===== src/rtl/fs_accel_pkg.sv =====
// Shared constants and helpers for the sequential KxK window demux.
package fs_accel_pkg;
  localparam logic MODE_FILL  = 1'b0;
  localparam logic MODE_SLIDE = 1'b1;

  localparam int DEF_DW = 8;
  localparam int DEF_K  = 3;

  // Flat pixel index of window position (r,c); the pixel sits at [idx*DW +: DW].
  function automatic int pix_idx(input int r, input int c, input int k);
    return r * k + c;
  endfunction
endpackage


===== src/rtl/fs_accel_win_ctrl.sv =====
// Window fill/emit control: fill counter, window counter, handshake decode and
// the row load/shift enables consumed by the row array in the top level.
module fs_accel_win_ctrl
  import fs_accel_pkg::*;
#(
  parameter  int K     = DEF_K,
  parameter  int CNT_W = 16,
  localparam int PW    = $clog2(K + 1),
  localparam int LW    = $clog2(K)
) (
  input  logic             i_clk,
  input  logic             i_rst,
  input  logic             i_clear,
  input  logic             i_mode,
  input  logic             i_in_valid,
  input  logic             i_win_ready,
  output logic             o_in_ready,
  output logic             o_win_valid,
  output logic [PW-1:0]    o_fill_cnt,
  output logic [CNT_W-1:0] o_win_count,
  output logic             o_load,
  output logic [LW-1:0]    o_load_idx,
  output logic             o_shift
);
  logic [PW-1:0]    r_fill;
  logic [CNT_W-1:0] r_win_cnt;
  logic [PW-1:0]    w_fill_nxt;
  logic             w_full, w_acc, w_cons, w_slide;

  assign w_full  = (r_fill == PW'(K));
  assign w_slide = (i_mode == MODE_SLIDE);

  // Ready stays high when the consumer drains this cycle, giving pass-through.
  assign o_in_ready  = !w_full || i_win_ready;
  assign o_win_valid = w_full;
  assign o_fill_cnt  = r_fill;
  assign o_win_count = r_win_cnt;

  assign w_acc  = i_in_valid && o_in_ready;
  assign w_cons = w_full && i_win_ready;

  always_comb begin
    o_load     = w_acc;
    o_shift    = w_cons && w_slide;
    o_load_idx = '0;
    if (!w_cons)
      o_load_idx = LW'(r_fill);
    else if (w_slide)
      o_load_idx = LW'(K - 1);
  end

  always_comb begin
    w_fill_nxt = r_fill;
    case ({w_acc, w_cons})
      2'b10:   w_fill_nxt = r_fill + PW'(1);
      2'b01:   w_fill_nxt = w_slide ? PW'(K - 1) : '0;
      2'b11:   w_fill_nxt = w_slide ? PW'(K) : PW'(1);
      default: w_fill_nxt = r_fill;
    endcase
  end

  always_ff @(posedge i_clk) begin
    if (i_rst || i_clear) begin
      r_fill    <= '0;
      r_win_cnt <= '0;
    end else begin
      r_fill <= w_fill_nxt;
      if (w_cons)
        r_win_cnt <= r_win_cnt + CNT_W'(1);
    end
  end
endmodule


===== src/rtl/fs_accel_idemux_win.sv =====
// Steers one K-pixel row per accepted beat into a KxK window and hands full
// windows to the PE array; FILL emits independent windows, SLIDE reuses K-1 rows.
module fs_accel_idemux_win
  import fs_accel_pkg::*;
#(
  parameter  int DW    = DEF_DW,
  parameter  int K     = DEF_K,
  parameter  int CNT_W = 16,
  localparam int PW    = $clog2(K + 1)
) (
  input  logic               clk,
  input  logic               rst,
  input  logic               clear,
  input  logic               mode,
  input  logic               in_valid,
  output logic               in_ready,
  input  logic [K*DW-1:0]    in_data,
  output logic               win_valid,
  input  logic               win_ready,
  output logic [K*K*DW-1:0]  win_data,
  output logic [PW-1:0]      fill_cnt,
  output logic [CNT_W-1:0]   win_count
);
  localparam int LW = $clog2(K);

  logic [K-1:0][K*DW-1:0] r_row;
  logic                   w_load, w_shift;
  logic [LW-1:0]          w_load_idx;

  fs_accel_win_ctrl #(.K(K), .CNT_W(CNT_W)) u_ctrl (
    .i_clk       (clk),
    .i_rst       (rst),
    .i_clear     (clear),
    .i_mode      (mode),
    .i_in_valid  (in_valid),
    .i_win_ready (win_ready),
    .o_in_ready  (in_ready),
    .o_win_valid (win_valid),
    .o_fill_cnt  (fill_cnt),
    .o_win_count (win_count),
    .o_load      (w_load),
    .o_load_idx  (w_load_idx),
    .o_shift     (w_shift)
  );

  // Shift first, then the load overrides its target slot (row K-1 on a slide+accept).
  always_ff @(posedge clk) begin
    if (rst || clear) begin
      r_row <= '0;
    end else begin
      if (w_shift)
        for (int r = 0; r < K - 1; r++)
          r_row[r] <= r_row[r+1];
      if (w_load)
        r_row[w_load_idx] <= in_data;
    end
  end

  assign win_data = win_valid ? r_row : '0;
endmodule

===== config.mk =====
export PLATFORM = sky130hd
export DESIGN_NAME = fs_accel_idemux_win
export DESIGN_NICKNAME = d
export VERILOG_FILES = /design/src/rtl/fs_accel_pkg.sv /design/src/rtl/fs_accel_win_ctrl.sv /design/src/rtl/fs_accel_idemux_win.sv
export SDC_FILE = /design/constraint.sdc
export NUM_CORES = 1
export LEC_CHECK = 0
export ABC_AREA = 1
export CAP_MARGIN = 25
export CORE_UTILIZATION = 49
export DETAILED_ROUTE_END_ITERATION = 8
export PLACE_DENSITY = 0.87
export SYNTH_ARGS = -nofsm -noshare
export SYNTH_HDL_FRONTEND = slang
export SYNTH_HIERARCHICAL = 1
export SYNTH_SLANG_ARGS = --single-unit

===== constraint.sdc =====
create_clock -name clk -period 2.01 [get_ports clk]
set_input_delay 0.201 -clock clk [delete_from_list [all_inputs] [get_ports clk]]
set_output_delay 0.201 -clock clk [all_outputs]
set_load 0.01 [all_outputs]

Yosys cells after proc, flatten, opt, wreduce, memory -nomap -nowiden --
Index checks and enable logic that the tools add are counted.
Storage, ports and cells: output and inout port bits 92, logic and storage cells 32, RAM bits 0, memory bits (read-only) 0, bits in latches 0, flip-flop bits (word level) 90, memories kept 0
Operators by class: reductions and logical operators 8, muxes and demuxes 11, equality and inequality tests 4, order comparisons 2, divide/modulo/power cells 0, multiply operators 0, add/subtract/negate cells 2, shifts and indexed selects 0, bitwise logic cells 0
Operators with widths (number):
- two-way mux 48 bit | 3
- bitwise mux 72 bit | 1
- two-way mux 72 bit | 1
- demux 24 bit (select 2 bit) | 1
- two-way mux 24 bit | 1
- adder 16 x 1 -> 16 bit, second input constant | 1
- == test 2 bit, second input constant | 3
- two-way mux 2 bit | 3
- one-hot mux 2 bit (3 select lines) | 1
- logical AND 1 bit | 4
- less-than comparator 2 x 3 -> 1 bit, second input constant | 1
- nonzero test 3 bit | 1
- adder 2 x 1 -> 2 bit, second input constant | 1
- == test 2 x 1 -> 1 bit, second input constant | 1
- >= comparator 2 x 1 -> 1 bit, second input constant | 1
- logical OR 1 bit | 2
- logical NOT 1 bit | 1

Depth between registers and ports, before layout --
depth in word-level cells 9, mapped depth 13

Hierarchy --
The synthesis kept the hierarchy.
Modules (own cells, without submodules):
- fs_accel_idemux_win | cells an instance 623, area an instance 3746.1 um^2, sequential area each 1441.4 um^2, instances 1
- fs_accel_win_ctrl | cells an instance 139, area an instance 965.9 um^2, sequential area each 360.3 um^2, instances 1

Worst setup path after synthesis --
No wires, ideal clock.
path type reg2reg, start point register u_ctrl.r_fill[1], in the netlist u_ctrl/o_fill_cnt[1], end point register r_row[46] (netlist bit), arrival 1763 ps, stages on the path, launching flop included 14, path slack 134 ps, path through dfxtp_1 -> ha_1 -> nand2_2 -> buf_6 -> inv_2 -> nand2_1 -> inv_1 -> inv_2 -> buf_4 -> buf_4 -> nand2_1 -> nand3_1 -> nand2_1 -> nor2_1
Between the ends: elaborated cells between the ends (all ways) 16
RTL lines:
- start, declared | RTL line fs_accel_win_ctrl.sv:25 | logic [PW-1:0] r_fill;
- start signal, assigned | RTL line fs_accel_win_ctrl.sv:67 | r_fill <= w_fill_nxt;
- == test 2 bit (*) | RTL line fs_accel_win_ctrl.sv:30 | assign w_full = (r_fill == PW'(K));
- via win_valid | RTL line fs_accel_idemux_win.sv:18 | output logic win_valid,
- logical AND 1 bit (*) | RTL line fs_accel_win_ctrl.sv:40 | assign w_cons = w_full && i_win_ready;
- logical AND 1 bit (*) | RTL line fs_accel_win_ctrl.sv:44 | o_shift = w_cons && w_slide;
- via w_shift | RTL line fs_accel_idemux_win.sv:27 | logic w_load, w_shift;
- two-way mux 48 bit (*) | RTL line fs_accel_idemux_win.sv:51 | if (w_shift)
- two-way mux 48 bit (*) | RTL line fs_accel_idemux_win.sv:48 | if (rst || clear) begin
- bitwise mux 72 bit | RTL line fs_accel_idemux_win.sv:55 | r_row[w_load_idx] <= in_data;
- two-way mux 48 bit (*) | RTL line fs_accel_idemux_win.sv:54 | if (w_load)
- end signal, assigned by index | RTL line fs_accel_idemux_win.sv:53 | r_row[r] <= r_row[r+1];
- end signal, assigned by index | RTL line fs_accel_idemux_win.sv:55
- end, declared | RTL line fs_accel_idemux_win.sv:26 | logic [K-1:0][K*DW-1:0] r_row;
The timed path passes the listed nets; every way through them passes the cells marked *. The select of a mux whose other input is x is not followed. A chain may end at the register's enable or synchronous reset.

Final worst setup path --
start point register u_ctrl.r_fill[0], in the netlist u_ctrl/o_fill_cnt[0], end point output win_data[60]
Between the ends: word-level cells in the longest chain between the ends 2
RTL lines:
- == test 2 bit | RTL line fs_accel_win_ctrl.sv:30
- two-way mux 72 bit | RTL line fs_accel_idemux_win.sv:59 | assign win_data = win_valid ? r_row : '0;
- end, declared | RTL line fs_accel_idemux_win.sv:20 | output logic [K*K*DW-1:0] win_data,
No other way between the ends.

==> run_results.csv <==
group,metric,value,unit
die,die_area,10000,um2
detailed_routing,wirelength,12.5,mm
cts,cts_made_buffers,9,
critical_path,worstPathRequired,1.81,ns
placement,gp_congestion,0.839,
critical_path,arrival,1.82,ns
die,io_pins,122,
synthesis,synth_edf_count,0,
cts,cts_root_buffer,"clkbuf_8",
cts,clock-sinks,90,
timing,final_max_slew_viol_count,0,
timing,hold_violations,0,
timing,fin_worst_skew,0.0106,ns
die,fp-row-count,35,
critical_path,rrSetupSlack,0.13,ns
synthesis,avgSynthCellArea,6.18,um2
outcome,violations,"setup timing",
pwr,cellLeakagePower,4.36,nW
timing,setup_ws,-0.00946,ns
placement,dp_hpwl,7.62,mm
synthesis,synth_area,4710,um2
detailed_routing,wl_met3,855,um
cts,htreeDepth,3,
layout,drive_gt1_share,6.51,%
synthesis,synth-seq-cells,90,
detailed_routing,drc,0,
die,coreArea,9280,um2
layout,syn2layout_area_growth,38.8,%
detailed_routing,vias,4897,
die,die_w,100,um
global_route,antenna_found_initial,0,
pwr,ir_worst_vdd,0.437,mV
cts,clock_path_buffers,2,
pwr,powerDensity,517,nW/um2
cts,insertion_delay,0.35,ns
synthesis,yosys.area.top_type,"dfxtp_1",
die,start_util,50.8,%
synthesis,ys_seq_area_share,38.2,%
critical_path,endpoint,"win_data[60]",
detailed_routing,met2_length,6.02,mm
layout,final_core_util,70.4,%
cts,cts_tree,"done",
synthesis,synth_top_area_share,38.2,%
layout,nFillCells,739,
layout,antenna_cells,0,
flow_run,cap_violations,0,
outcome,status,"complete, but fails checks",
global_route,grt_max_degree,73,
critical_path,cp-end-kind,"output port",
synthesis,synthFlopType,"dfxtp_1",
critical_path,reg2reg_to,"r_row[5]",
critical_path,rr_startpoint,"u_ctrl/o_fill_cnt[0]",
synthesis,yosysMostFrequentCell,"nand2_1",
timing,tns,-0.00946,ns
critical_path,crit_type,"flop to output port",
detailed_routing,vias_per_cell,4.87,
detailed_routing,top_layer_used,"met4",
hold_path,min_path_type,"input pin to flop",
synthesis,async_flop_share,0,%
detailed_routing,drt-pass1-iter-count,5,
cts,cts_hold_buf,0,
timing,worstMarginPinSlew,0.370,ns
timing,max_freq,495,MHz
detailed_routing,m1WireLength,5.48,mm
synthesis,synth_area_leaders,"dfxtp_1 (38%), nand2_1 (24%), nor2_1 (9.4%)",
synthesis,yosys_warnings,6,
die,die_h,100,um
timing,hold_slack,0.462,ns
detailed_routing,postRouteAntennaNets,0,
synthesis,synthesis.nets,794,
critical_path,rr_worst_depth,12,
global_route,grt_pass1_vias,4190,
critical_path,startpoint_type,"flop",
timing,post-route-period-util,100,%
synthesis,synthCells,762,
critical_path,crit_fanout,19,
cts,clk_transition_reported_paths,0.09,ns
timing,rsz0062_at_grt,"true",
synthesis,synth_common_cells,"nand2_1 (297), nor2_1 (118), dfxtp_1 (90)",
timing,setup_violations,1,
placement,pre_cts_ws,0.168,ns
detailed_routing,post_drt_wl_per_cell,12.4,um
detailed_routing,initialDrtViolationCount,344,
critical_path,crit_start,"u_ctrl/o_fill_cnt[0]",
placement,portBuffers,121,
global_route,grt_pass1_wl,19.8,mm
synthesis,synth_cell_types,30,
pwr,p_total,3.38,mW
layout,nets,903,
timing,period_minus_slack,2.02,ns
global_route,overflow,0,
timing,slew-limit-headroom,75.2,%
global_route,grt_usage,24.4,%
layout by cell type, fill, tap and decap left out, types with 5 or more instances in the layout:
cell	instances
a21boi_1	24
a21oi_1	10
buf_12	8
buf_4	8
clkbuf_8	10
clkdlybuf4s50_1	50
dfxtp_1	88
dlymetal6s2s_1	70
inv_1	88
inv_2	5
nand2_1	296
nand3_1	57
nor2_1	118
o21ai_0	5
repair_timing:
item                                    4_1_cts  5_1_grt
buffers inserted                              2        1
endpoints found under the setup margin       72       74
pin swaps                                     0        0
gates cloned                                  1        1
resized for setup                             4       78
critical path, cell delays in order (launching register included):
cell	delay, ns
dfxtp_4	0.38
ha_4	0.23
buf_12	0.17
nand2_1	0.06
inv_1	0.09
clkdlybuf4s50_1	0.54
state kept, by name, indices dropped and copies added (netlist names):
register	count
r_row	72
u_ctrl/o_fill_cnt	2
u_ctrl/o_win_count	16
routing by layer:
layer,global-route usage (%),up-vias
li1,-,2504
met1,32.4,2205
met2,39.5,177
met3,5.50,11
met4,7.80,0
met5,0,-
stage by stage:
stage,area [um2],cells
after detailed placement,6050,984
after global routing,6540,1005
after floorplan,4710,762
after global placement,6050,984
final,6540,1005
after CTS,6310,1003
worst min path at each step:
stage / start / slack, ns / endpoint / cells past startpoint
6_report: in_data[11] / 0.46 / r_row[59] / 3
5_1_grt: in_data[3] / 0.47 / r_row[51] / 3
4_1_cts: in_data[11] / 0.45 / r_row[59] / 3
3_5_place_dp: r_row[64] / 0.47 / r_row[64] / 2
3_3_place_gp: r_row[48] / 0.47 / r_row[48] / 2
2_1_floorplan: in_data[0] / 0.34 / r_row[0] / 2
cells by family after synthesis:
kind of cell               after synthesis  share of synthesized area [%]
AOI/OAI and AO/OA                       45                           6.32
xor gates and xnor gates                 1                          0.186
adders and majority gates                2                          0.531
buffers and inverters                  134                           12.4
DFF                                     90                           38.2
and+or+nand+nor                        490                           42.3
layout make-up:
type	instances	area [um2]	area share (%)
Inverter	93	349	5.34
Sequential cell	90	1810	27.7
Multi-Input combinational cell	538	2360	36.1
Timing Repair Buffer	139	1660	25.3
Clock buffer	11	141	2.16
Tap cell	129	161	2.47
Clock inverter	5	62.6	0.957
power breakdown:
part | internal, mW | total (mW) | switching (mW)
Combinational | 0.130 | 0.279 | 0.150
Clock | 0.616 | 1.27 | 0.654
Sequential | 1.81 | 1.83 | 0.0198
Power figures use the tool's default switching activity.
